<file path="src/rtl/alu_pipe.sv">
// alu_pipe: two-stage pipelined ALU for the execute stage (16-op WISC set).
//
// Stage 1 registers the operands and opcode. Stage 2 computes the operation and registers
// Result and flags. Both ends use a valid/ready handshake with full backpressure. With no
// stall the latency from accept to out_valid is 2 cycles and throughput is 1 op/cycle.
//
// Parameters:
//   WIDTH  operand/result width (power of two, >= 8)
//   SHW    shift-amount bits, equal to log2(WIDTH)
//
// Ports:
//   clk, rst            clock (rising edge), synchronous active-high reset
//   in_valid, in_ready  input handshake; transfer when both are high
//   A, B, OP_Code       operands and operation select
//   out_valid, out_ready output handshake; transfer when both are high
//   Result              operation result
//   CF, ZF, SF, OF      carry, zero, sign and signed-overflow flags
//   bad_op              result came from the reserved opcode 15
module alu_pipe #(
    parameter int unsigned WIDTH = 16,
    parameter int unsigned SHW   = 4
) (
    input  logic             clk,
    input  logic             rst,
    input  logic             in_valid,
    output logic             in_ready,
    input  logic [WIDTH-1:0] A,
    input  logic [WIDTH-1:0] B,
    input  logic [3:0]       OP_Code,
    output logic             out_valid,
    input  logic             out_ready,
    output logic [WIDTH-1:0] Result,
    output logic             CF,
    output logic             ZF,
    output logic             SF,
    output logic             OF,
    output logic             bad_op
);

    localparam int unsigned HALF = WIDTH / 2;

    typedef enum logic [3:0] {
        OpAdd     = 4'd0,
        OpSub     = 4'd1,
        OpXor     = 4'd2,
        OpAndn    = 4'd3,
        OpRotl    = 4'd4,
        OpShl     = 4'd5,
        OpRotr    = 4'd6,
        OpShr     = 4'd7,
        OpEq      = 4'd8,
        OpLt      = 4'd9,
        OpLe      = 4'd10,
        OpCarry   = 4'd11,
        OpRev     = 4'd12,
        OpPassB   = 4'd13,
        OpLoadBot = 4'd14,
        OpBad     = 4'd15
    } op_e;

    // ------------------------------------------------------------------------------------
    // Pipeline control
    // ------------------------------------------------------------------------------------
    logic             s1_valid_q;
    logic [WIDTH-1:0] s1_a_q;
    logic [WIDTH-1:0] s1_b_q;
    op_e              s1_op_q;

    logic             s2_valid_q;
    logic [WIDTH-1:0] result_q;
    logic             cf_q;
    logic             zf_q;
    logic             sf_q;
    logic             of_q;
    logic             bad_q;

    logic             s2_load;

    // S2 takes a new value (possibly a bubble) whenever it is empty or being drained;
    // S1 hands over under the same condition, so S1 frees up in that cycle too.
    assign s2_load  = !s2_valid_q || out_ready;
    assign in_ready = !s1_valid_q || s2_load;

    // ------------------------------------------------------------------------------------
    // Stage 1: operand register
    // ------------------------------------------------------------------------------------
    always_ff @(posedge clk) begin
        if (rst) begin
            s1_valid_q <= 1'b0;
            s1_a_q     <= '0;
            s1_b_q     <= '0;
            s1_op_q    <= OpAdd;
        end else if (in_ready) begin
            s1_valid_q <= in_valid;
            if (in_valid) begin
                s1_a_q  <= A;
                s1_b_q  <= B;
                s1_op_q <= op_e'(OP_Code);
            end
        end
    end

    // ------------------------------------------------------------------------------------
    // Stage 2: execute
    // ------------------------------------------------------------------------------------
    logic [SHW-1:0]   sh;
    logic [WIDTH:0]   add_sum;
    logic [WIDTH:0]   sub_sum;
    logic             add_of;
    logic             sub_of;
    logic             lt_s;
    logic             eq;
    logic [WIDTH-1:0] rot_l;
    logic [WIDTH-1:0] rot_r;
    logic [WIDTH-1:0] shl;
    logic [WIDTH-1:0] shr;
    logic [WIDTH-1:0] rev;
    logic [WIDTH-1:0] res_d;
    logic             cf_d;
    logic             of_d;

    // Only the low SHW bits of B select the shift amount.
    assign sh = s1_b_q[SHW-1:0];

    assign add_sum = {1'b0, s1_a_q} + {1'b0, s1_b_q};
    // B - A as B + ~A + 1 so the carry-out reads as "no borrow".
    assign sub_sum = {1'b0, s1_b_q} + {1'b0, ~s1_a_q} + {{WIDTH{1'b0}}, 1'b1};

    assign add_of = (s1_a_q[WIDTH-1] == s1_b_q[WIDTH-1]) &&
                    (add_sum[WIDTH-1] != s1_a_q[WIDTH-1]);
    assign sub_of = (s1_b_q[WIDTH-1] != s1_a_q[WIDTH-1]) &&
                    (sub_sum[WIDTH-1] != s1_b_q[WIDTH-1]);

    // Direct signed compare; no reliance on a subtraction sign, so overflow cannot corrupt it.
    assign lt_s = $signed(s1_a_q) < $signed(s1_b_q);
    assign eq   = s1_a_q == s1_b_q;

    // Rotates through a doubled operand; sh == 0 naturally returns A.
    assign rot_l = WIDTH'(({s1_a_q, s1_a_q} << sh) >> WIDTH);
    assign rot_r = WIDTH'({s1_a_q, s1_a_q} >> sh);
    assign shl   = s1_a_q << sh;
    assign shr   = s1_a_q >> sh;

    always_comb begin
        rev = '0;
        for (int i = 0; i < int'(WIDTH); i++) begin
            rev[i] = s1_a_q[int'(WIDTH) - 1 - i];
        end
    end

    always_comb begin
        res_d = '0;
        cf_d  = 1'b0;
        of_d  = 1'b0;
        unique case (s1_op_q)
            OpAdd: begin
                res_d = add_sum[WIDTH-1:0];
                cf_d  = add_sum[WIDTH];
                of_d  = add_of;
            end
            OpSub: begin
                res_d = sub_sum[WIDTH-1:0];
                cf_d  = sub_sum[WIDTH];
                of_d  = sub_of;
            end
            OpXor:     res_d = s1_a_q ^ s1_b_q;
            OpAndn:    res_d = s1_a_q & ~s1_b_q;
            OpRotl:    res_d = rot_l;
            OpShl:     res_d = shl;
            OpRotr:    res_d = rot_r;
            OpShr:     res_d = shr;
            OpEq:      res_d = {{(WIDTH-1){1'b0}}, eq};
            OpLt:      res_d = {{(WIDTH-1){1'b0}}, lt_s};
            OpLe:      res_d = {{(WIDTH-1){1'b0}}, lt_s || eq};
            OpCarry:   res_d = {{(WIDTH-1){1'b0}}, add_sum[WIDTH]};
            OpRev:     res_d = rev;
            OpPassB:   res_d = s1_b_q;
            OpLoadBot: res_d = {s1_a_q[HALF-1:0], s1_b_q[HALF-1:0]};
            OpBad:     res_d = '0;
        endcase
    end

    always_ff @(posedge clk) begin
        if (rst) begin
            s2_valid_q <= 1'b0;
            result_q   <= '0;
            cf_q       <= 1'b0;
            zf_q       <= 1'b0;
            sf_q       <= 1'b0;
            of_q       <= 1'b0;
            bad_q      <= 1'b0;
        end else if (s2_load) begin
            s2_valid_q <= s1_valid_q;
            // Data only changes with a real op, so idle outputs hold their last value.
            if (s1_valid_q) begin
                result_q <= res_d;
                cf_q     <= cf_d;
                zf_q     <= res_d == '0;
                sf_q     <= res_d[WIDTH-1];
                of_q     <= of_d;
                bad_q    <= s1_op_q == OpBad;
            end
        end
    end

    assign out_valid = s2_valid_q;
    assign Result    = result_q;
    assign CF        = cf_q;
    assign ZF        = zf_q;
    assign SF        = sf_q;
    assign OF        = of_q;
    assign bad_op    = bad_q;

endmodule
</file>
<file path="config.mk">
export PLATFORM = sky130hd
export DESIGN_NAME = alu_pipe
export DESIGN_NICKNAME = d
export VERILOG_FILES = /design/src/rtl/alu_pipe.sv
export SDC_FILE = /design/constraint.sdc
export NUM_CORES = 1
export LEC_CHECK = 0
export ABC_CLOCK_PERIOD_IN_PS = 4400
export BUFFER_PORTS_ARGS = -buffer_cell sky130_fd_sc_hd__clkbuf_2
export CAP_MARGIN = 5
export CORE_MARGIN = 3
export CORE_UTILIZATION = 35
export DETAILED_ROUTE_END_ITERATION = 12
export PLACE_DENSITY = 0.62
export SLEW_MARGIN = 20
export SYNTH_ARGS = -nofsm -noshare
export SYNTH_HDL_FRONTEND = slang
export SYNTH_SLANG_ARGS = --single-unit
</file>
<file path="constraint.sdc">
create_clock -name clk -period 4.4 [get_ports clk]
set_clock_uncertainty 0.1 [all_clocks]
set_input_delay 0.66 -clock clk [delete_from_list [all_inputs] [get_ports clk]]
set_output_delay 0.66 -clock clk [all_outputs]
set_load 0.05 [all_outputs]
</file>
# --- Word level (Yosys, flattened, before mapping) ---
# Index checks and enable logic that the tools add are counted.
word_totals:
  ff_bits: 59
  out_inout_bits: 23
classes:
  n_eq_ne: 20
  magnitude_cmp: 1
  bitwise: 4
  n_reduce_logical: 11
  addsub: 3
  mux: 3
  shifts: 4
ops:
  columns: ["operator", "n"]
  rows:
  - ["$pmux W16 S16", 1]
  - ["$add A16 B16 Y17", 2]
  - ["$eq A4 B4 Y1 const B", 8]
  - ["$not A16 Y16", 2]
  - ["$shl A32 B4 Y32", 1]
  - ["$shr A32 B4 Y16", 1]
  - ["$add A17 B1 Y17 const B", 1]
  - ["$and A16 B16 Y16", 1]
  - ["$eq A16 B16 Y1", 1]
  - ["$eq A4 B3 Y1 const B", 4]
  - ["$logic_not A16 Y1", 1]
  - ["$lt A16 B16 Y1", 1]
  - ["$shl A16 B4 Y16", 1]
  - ["$shr A16 B4 Y16", 1]
  - ["$xor A16 B16 Y16", 1]
  - ["$eq A4 B2 Y1 const B", 2]
  - ["$eq A4 B1 Y1 const B", 1]
  - ["$logic_not A4 Y1", 1]
  - ["$pmux W1 S2", 2]
  - ["$reduce_and A2 Y1", 2]
  - ["$logic_or A1 B1 Y1", 3]
  - ["$ne A1 B1 Y1", 3]
  - ["$logic_and A1 B1 Y1", 2]
  - ["$logic_not A1 Y1", 2]
  - ["$eq A1 B1 Y1", 1]

# --- Longest topological paths before layout ---
# Gate-level depths: netlist (run 1).
depth:
  depth_word: 6
  mapped_depth: 16
  depth_no_buf: 13

# --- Worst setup path before layout (run 1) ---
# No wires, ideal clock.
synth_path:
  kind: "register to register"
  startpoint: "reg s1_b_q[0]"
  endpoint: "reg zf_q (netlist: ZF)"
  path_slack_ns: 0.683
  synth_period_minus_slack_ns: 3.717
  t_arrival_ns: 3.549
  n_path_buf: 3
  stages_incl_launch_ff: 17
  cell_sequence: "dfxtp_1 > buf_2 > buf_2 > inv_2 > buf_1 > ha_1 > inv_1 > fa_1 > and3_1 > o21ai_0 > a211oi_1 > nor3_1 > o31ai_1 > mux2_2 > a2111oi_1 > nand4_1 > o21ai_1"
synth_via:
  elab_chain_len: 4
  elab_cells_between_ends: 15
  classes_between: "add/sub: 3; order compare: 1; eq/ne: 1; shift: 4; mux: 1; bitwise: 3; reduce/logical: 2"
synth_lines:
  columns: ["element", "line_no", "rtl"]
  rows:
  - ["start, declared", "66", "logic [WIDTH-1:0] s1_b_q;"]
  - ["start signal, assigned", "91", "s1_b_q <= '0;"]
  - ["start signal, assigned", "97", "s1_b_q <= B;"]
  - ["$add A16 B16 Y17, or another cell as far along", "127", "assign sub_sum = {1'b0, s1_b_q} + {1'b0, ~s1_a_q} + {{WIDTH{1'b0}}, 1'b1};"]
  - ["$add A17 B1 Y17, or another cell as far along", "127", null]
  - ["$pmux W16 S16 *", "155", "unique case (s1_op_q)"]
  - ["$logic_not A16 Y1 *", "198", "zf_q <= res_d == '0;"]
  - ["end signal, assigned", "188", "zf_q <= 1'b0;"]
  - ["end signal, assigned", "198", null]
  - ["end, declared", "72", "logic zf_q;"]
# Mark *: on every way between the ends. The rest lies on a longest branch, timed or not.
# A chain may end at the register's enable or synchronous reset.

# --- Worst setup path after layout (run 1) ---
# Ends and elaborated chain as after synthesis.

==> results of run 1 <==
sequential cells by signal (all words and copies together), names as in the netlist:
name / flops
CF: 1
OF: 1
Result: 16
ZF: 1
bad_op: 1
out_valid: 1
s1_a_q: 16
s1_b_q: 16
s1_op_q: 4
s1_valid_q: 1
how the worst max path moves through the flow:
| stage | cells past startpoint | end |
|---|---|---|
| after global placement | 13 | ZF |
| after CTS | 13 | ZF |
| after global routing | 13 | ZF |
| after detailed placement | 13 | ZF |
| after floorplan | 16 | ZF |
| final | 13 | ZF |
kinds of logic (layout without fill, tap and decap cells):
family                   count (synthesis)  count (layout)
AO/OA/AOI/OAI                          284             284
AND/OR/NAND/NOR                        337             337
multiplexers                            78              78
flip-flops                              58              58
XOR/XNOR                                14              14
buffers and inverters                  140             180
adder cells (fa/ha/maj)                 50              50
report_power, final:
part	internal, W	switching (W)	leakage, nW
Sequential	0.000557	0.0000339	0.478
Combinational	0.000329	0.000603	2.63
Clock	0.000441	0.000312	0.135
final cells by class:
| cell class | count | area, um2 | area share, % |
|---|---|---|---|
| inverters | 49 | 184 | 2.21 |
| well taps | 270 | 338 | 4.06 |
| clock buffers | 10 | 229 | 2.75 |
| repair buffers | 115 | 721 | 8.67 |
| flip-flops and latches | 58 | 1160 | 14.0 |
| clock inverters | 6 | 66.3 | 0.798 |
| multi-input cells | 763 | 5610 | 67.5 |
critical path: stages, from the launching register on:
cell and delay, ps:
dfxtp_2 400, inv_2 340, ha_1 340, inv_1 80, fa_1 440, and3_1 190, o21ai_0 150, a211oi_1 110
nor3_1 420, o31ai_1 120, mux2_2 310, a2111oi_1 390, nand4_1 140, o21ai_1 140
layout by cell type (no fill, tap or decap), types with 16 or more instances in the layout:
cell	count
a21oi_1	83
mux2i_1	30
mux4_2	29
nor2_1	68
o21ai_0	40
dfxtp_1	56
nand2_1	135
o22ai_1	18
nand3_1	18
ha_1	48
buf_4	52
nor3_1	27
inv_1	45
clkbuf_2	62
a211oi_1	16
metal layers:
metal / global-route usage [%] / up-vias / share of wire, % / wire length [um]
met3: 6.16 / 109 / 11 / 3660
li1: - / 3624 / - / -
met5: 0 / - / 0 / 0
met1: 40.8 / 3865 / 42 / 13900
met4: 13.9 / 0 / 5.5 / 1830
met2: 43.3 / 561 / 42 / 14000
stage by stage:
step / hold WS, ps / power (W) / std cells / util [%]
6_report: 351 / 0.00228 / 1271 / 40.7
5_1_grt: 381 / 0.00237 / 1271 / 40.7
4_1_cts: 357 / 0.00226 / 1271 / 40.7
3_5_place_dp: 349 / 0.00150 / 1255 / 39.2
3_3_place_gp: 343 / 0.00152 / 1255 / 39.2
2_1_floorplan: 369 / 0.00120 / 961 / -
==> flow_summary_export.csv, run 1 <==
group,metric,value,unit
sta,rsz0062_at_grt,"false",
synth,synth-edff-count,0,
synth,syn_inst,961,
synth,synthFlopType,"dfxtp_1",
clocking,postCtsSetupBuffers,0,
synth,synth-simple-area-share,21.5,%
floorplan,ioPinCount,63,
critical_path,end_kind,"register",
placement,port_buffers,62,
min_path,worstHoldEndpoint,"Result[2]",
sta,tightest_slew,1030,ps
critical_path,r2r_end,"ZF",
placement,place_area,8010,um2
critical_path,rr_startpoint,"s1_b_q[0]",
floorplan,dieArea,22800,um2
clocking,clock_sinks,58,
floorplan,start_util,36.1,%
synth,synth_common_cells,"nand2_1, a21oi_1, nor2_1",
synth,synth_compound_area_share,26.2,%
clocking,post_cts_resized,0,
critical_path,critical_path_class,"reg -> reg",
min_path,hold_path.class,"reg -> reg",
grt,grt_max_degree,58,
clocking,cts-htree-levels,3,
layout,fin_area,8310,um2
placement,dp_worst_setup_slack,736,ps
critical_path,crit_arrival,3920,ps
placement,gp_congestion,1.02,
power_and_ir_drop,p_leak,3.24,nW
routing,dr.pass1.iters,6,
critical_path,rr_worst_depth,13,
routing,vias_per_cell,6.42,
grt,grt_first_pass_wirelength,49500,um
synth,ys_ff_latch,58,
synth,synth.largest_area_cell,"dfxtp_1",
layout,drive_gt1_share,18.6,%
clocking,insertion_delay,360,ps
floorplan,die_h,151,um
synth,synth_xor_area_share,1.66,%
synth,synth.area.mux_share,17.9,%
grt,track_usage,29.4,%
sta,min_period_over_period,84.7,%
synth,synth.area.top_cells,"dfxtp_1, mux4_2, ha_1, nand2_1, a21oi_1",
floorplan,die_w,151,um
min_path,worstHoldStart,"Result[2]",
clocking,ctsHoldBuffers,0,
sta,final.setup.tns,0,ps
synth,async_flop_share,0,%
placement,place.detailed.hpwl,25300,um
layout,syn_to_final_growth,12.8,%
critical_path,crit_start,"s1_b_q[0]",
power_and_ir_drop,p_per_area,274,nW/um2
synth,synth_fp_nets,1051,
critical_path,critPathRequiredTime,4600,ps
sta,period_needed,3730,ps
clocking,root_buffer,"clkbuf_16",
routing,wire_per_inst,26.2,um
floorplan,core_area,20400,um2
sta,slew_headroom,31.0,%
clocking,cts.clk_slew.worst_paths,80,ps
synth,synthAdderAreaFrac,8.69,%
sta,worst_slack,673,ps
critical_path,r2r_slack,670,ps
grt,grt-ovfl-total,0,
synth,yosys.cell_count.top_type,"nand2_1",
synth,synth.cell_area,7370,um2
synth,yosys.area.top_type_share,15.8,%
synth,syn_avg_cell_area,7.67,um2
min_path,min_delay_path_depth,2,
routing,drc_errors,0,
synth,ys_seq_area_share,15.8,%
synth,ys_warn_count,0,
clocking,cts_buffers,9,
outcome,outcome,"finished clean",
power_and_ir_drop,ir_drop,0.164,mV
grt,antenna_found_initial,0,
layout,fillers,2178,
critical_path,path_max_fanout,16,
grt,grt_pass1_vias,7630,
routing,vias,8159,
floorplan,fp-row-count,52,
synth,ys_types,83,
run,drv_cap,0,
layout,fin_nets,1086,
sta,hold_viol_final,0,
sta,drv_slew,0,
clocking,tritoncts,"yes",
sta,setup_viol,0,
routing,routed_wl,33300,um
clocking,cts.path.max_buffers,2,
synth,synth_top_family_by_area,"compound AO/OA/AOI/OAI gates",
critical_path,cp-start-kind,"register",
routing,antenna_left,0,
layout,diodes,0,
routing,dr.first_iter.drc_count,1326,
sta,clock.fmax,268,MHz
(Power assumes the default switching activity.)
==> inputs of run 2 (changes only) <==
--- a/config.mk
+++ b/config.mk
@@ -5,13 +5,13 @@
 export SDC_FILE = /design/constraint.sdc
 export NUM_CORES = 1
 export LEC_CHECK = 0
-export ABC_CLOCK_PERIOD_IN_PS = 4400
+export ABC_CLOCK_PERIOD_IN_PS = 3120
 export BUFFER_PORTS_ARGS = -buffer_cell sky130_fd_sc_hd__clkbuf_2
 export CAP_MARGIN = 5
 export CORE_MARGIN = 3
 export CORE_UTILIZATION = 35
 export DETAILED_ROUTE_END_ITERATION = 12
-export PLACE_DENSITY = 0.62
+export PLACE_DENSITY = 0.63
 export SLEW_MARGIN = 20
 export SYNTH_ARGS = -nofsm -noshare
 export SYNTH_HDL_FRONTEND = slang
==> constraint.sdc (replaced) <==
create_clock -name clk -period 3.12 [get_ports clk]
set_clock_uncertainty 0.1 [all_clocks]
set_input_delay 0.468 -clock clk [delete_from_list [all_inputs] [get_ports clk]]
set_output_delay 0.468 -clock clk [all_outputs]
set_load 0.05 [all_outputs]
==> run 2 against run 1 <==
The run now ends with setup timing left. Non-clock buffer count up 158. Cell count grew 12%. Setup slack worse by 820 ps. Via count grew 6.9%. Register-to-register slack lost 820 ps. Global-route usage increased by 1.1 points. Maximum frequency is 14% higher. Hold slack worse by 120 ps.
==> flow_summary_export.csv, run 2 (synthesized netlist as in run 1, its figures left out) <==
group,metric,value,unit
placement,place_inst,1391,
placement,gp_congestion,1.04,
clocking,tritoncts,"yes",
floorplan,ioPinCount,63,
power_and_ir_drop,ir_drop,0.308,mV
clocking,ctsHoldBuffers,0,
critical_path,timing.critical_path.mode_cell,"mux4_2",
outcome,outcome,"finished, violations left",
critical_path,critPathRequiredTime,3300,ps
critical_path,max_stage_delay,540,ps
placement,port_buffers,62,
sta,drv_slew,0,
sta,period_needed,3260,ps
power_and_ir_drop,p_per_area,362,nW/um2
routing,vias,8722,
floorplan,core_area,20400,um2
critical_path,critical_path_class,"reg -> reg",
clocking,cts-htree-levels,3,
sta,whs,234,ps
critical_path,cp-start-kind,"register",
sta,slew_headroom,36.3,%
routing,routed_wl,34800,um
layout,mostFrequentLayoutCell,"buf_4",
layout,diodes,0,
routing,dr.first_iter.drc_count,1167,
routing,antenna_left,0,
run,drv_cap,0,
layout,drive_gt1_share,35.1,%
min_path,hold_path.class,"in -> reg",
routing,drc_errors,0,
critical_path,crit_chain,"buf_8 -> mux4_2 -> mux4_2 -> and2_1 -> a221oi_2 -> o211ai_1 -> a221o_1 -> nor3_2 -> nand4_1 -> o21ai_1",
grt,antenna_found_initial,1,
grt,track_usage,30.4,%
layout,syn_to_final_growth,36.4,%
floorplan,die_w,151,um
outcome,violations,"setup timing",
clocking,clock_sinks,58,
floorplan,start_util,36.1,%
critical_path,path_max_fanout,6,
sta,hold_viol_final,0,
clocking,root_buffer,"clkbuf_16",
layout,instances_no_fill,1428,
routing,wire_per_inst,24.4,um
sta,worst_slack,-145,ps
clocking,insertion_delay,350,ps
sta,tightest_slew,952,ps
sta,rsz0062_at_grt,"true",
critical_path,crit_path_top_delay_cell,"mux4_2",
clocking,cts.clk_slew.worst_paths,50,ps
layout,layout_common_cells,"buf_4, nand2_1, a21oi_1",
routing,vias_per_cell,6.11,
placement,place.detailed.hpwl,26800,um
floorplan,fp-row-count,52,
routing,dr.pass1.iters,5,
grt,grt_pass1_vias,8143,
sta,setup_viol,2,
layout,fin_nets,1244,
sta,min_period_over_period,105,%
sta,clock.fmax,306,MHz
grt,grt_max_degree,43,
floorplan,dieArea,22800,um2
grt,grt_first_pass_wirelength,51600,um
grt,grt-ovfl-total,0,
critical_path,end_kind,"register",
clocking,cts_buffers,9,
critical_path,crit_arrival,3440,ps
clocking,cts.path.max_buffers,2,
floorplan,die_h,151,um
power_and_ir_drop,p_leak,4.13,nW
run 2: where the power goes:
group	switching (W)	internal, W	leakage, nW
Sequential	0.0000324	0.000786	0.480
Combinational	0.000971	0.000734	3.49
Clock	0.000397	0.000715	0.158
run 2: routing by layer:
metal / part of all wire (%) / up-vias / global-route usage (%)
met5: 0 / - / 0
met4: 4.9 / 0 / 14.2
met3: 10 / 91 / 5.66
met2: 43 / 541 / 45.4
met1: 42 / 4149 / 42.4
li1: - / 3941 / -
run 2: path summary, 6_finish.rpt:
path,start,endpoint,slack [ps],depth (start not counted)
worst min-delay path,A[8],s1_a_q[8],230,3
worst min register to register,Result[11],Result[11],360,2
worst max register to register,s1_b_q[1],ZF,-140,10
worst max-delay path,s1_b_q[1],ZF,-140,10
run 2: cell type report:
type	count	area, um2
repair buffers	273	2030
inverters	49	194
flip-flops and latches	58	1170
fillers	2081	10400
multi-input cells	763	6000
clock inverters	5	78.8
clock buffers	10	239
well taps	270	338
run 2: per-stage QoR:
stage	util [%]	setup TNS (ps)	total power (W)	setup WS [ps]	area, um2
final	49.2	-218	0.00364	-145	10000
after global routing	49.2	-399	0.00377	-224	10000
after CTS	47.3	-253	0.00351	-149	9650
after detailed placement	44.6	-1450	0.00233	-705	9100
after global placement	44.6	-1180	0.00233	-606	9100
after floorplan	-	-7.71	0.00170	-7.71	7470
run 2: timing repair:
item,in CTS,in global routing
resized for setup,36,62
buffers inserted,11,10
pin swaps,21,34
setup endpoints to repair,7,8
gates cloned,0,2
run 2: worst max-delay path: cells and delay by family (launching register included):
| kind | cells | cell delay, ps |
|---|---|---|
| compound gates | 4 | 980 |
| buf+inv | 1 | 160 |
| flops | 1 | 460 |
| mux | 2 | 1010 |
| simple gates | 3 | 490 |
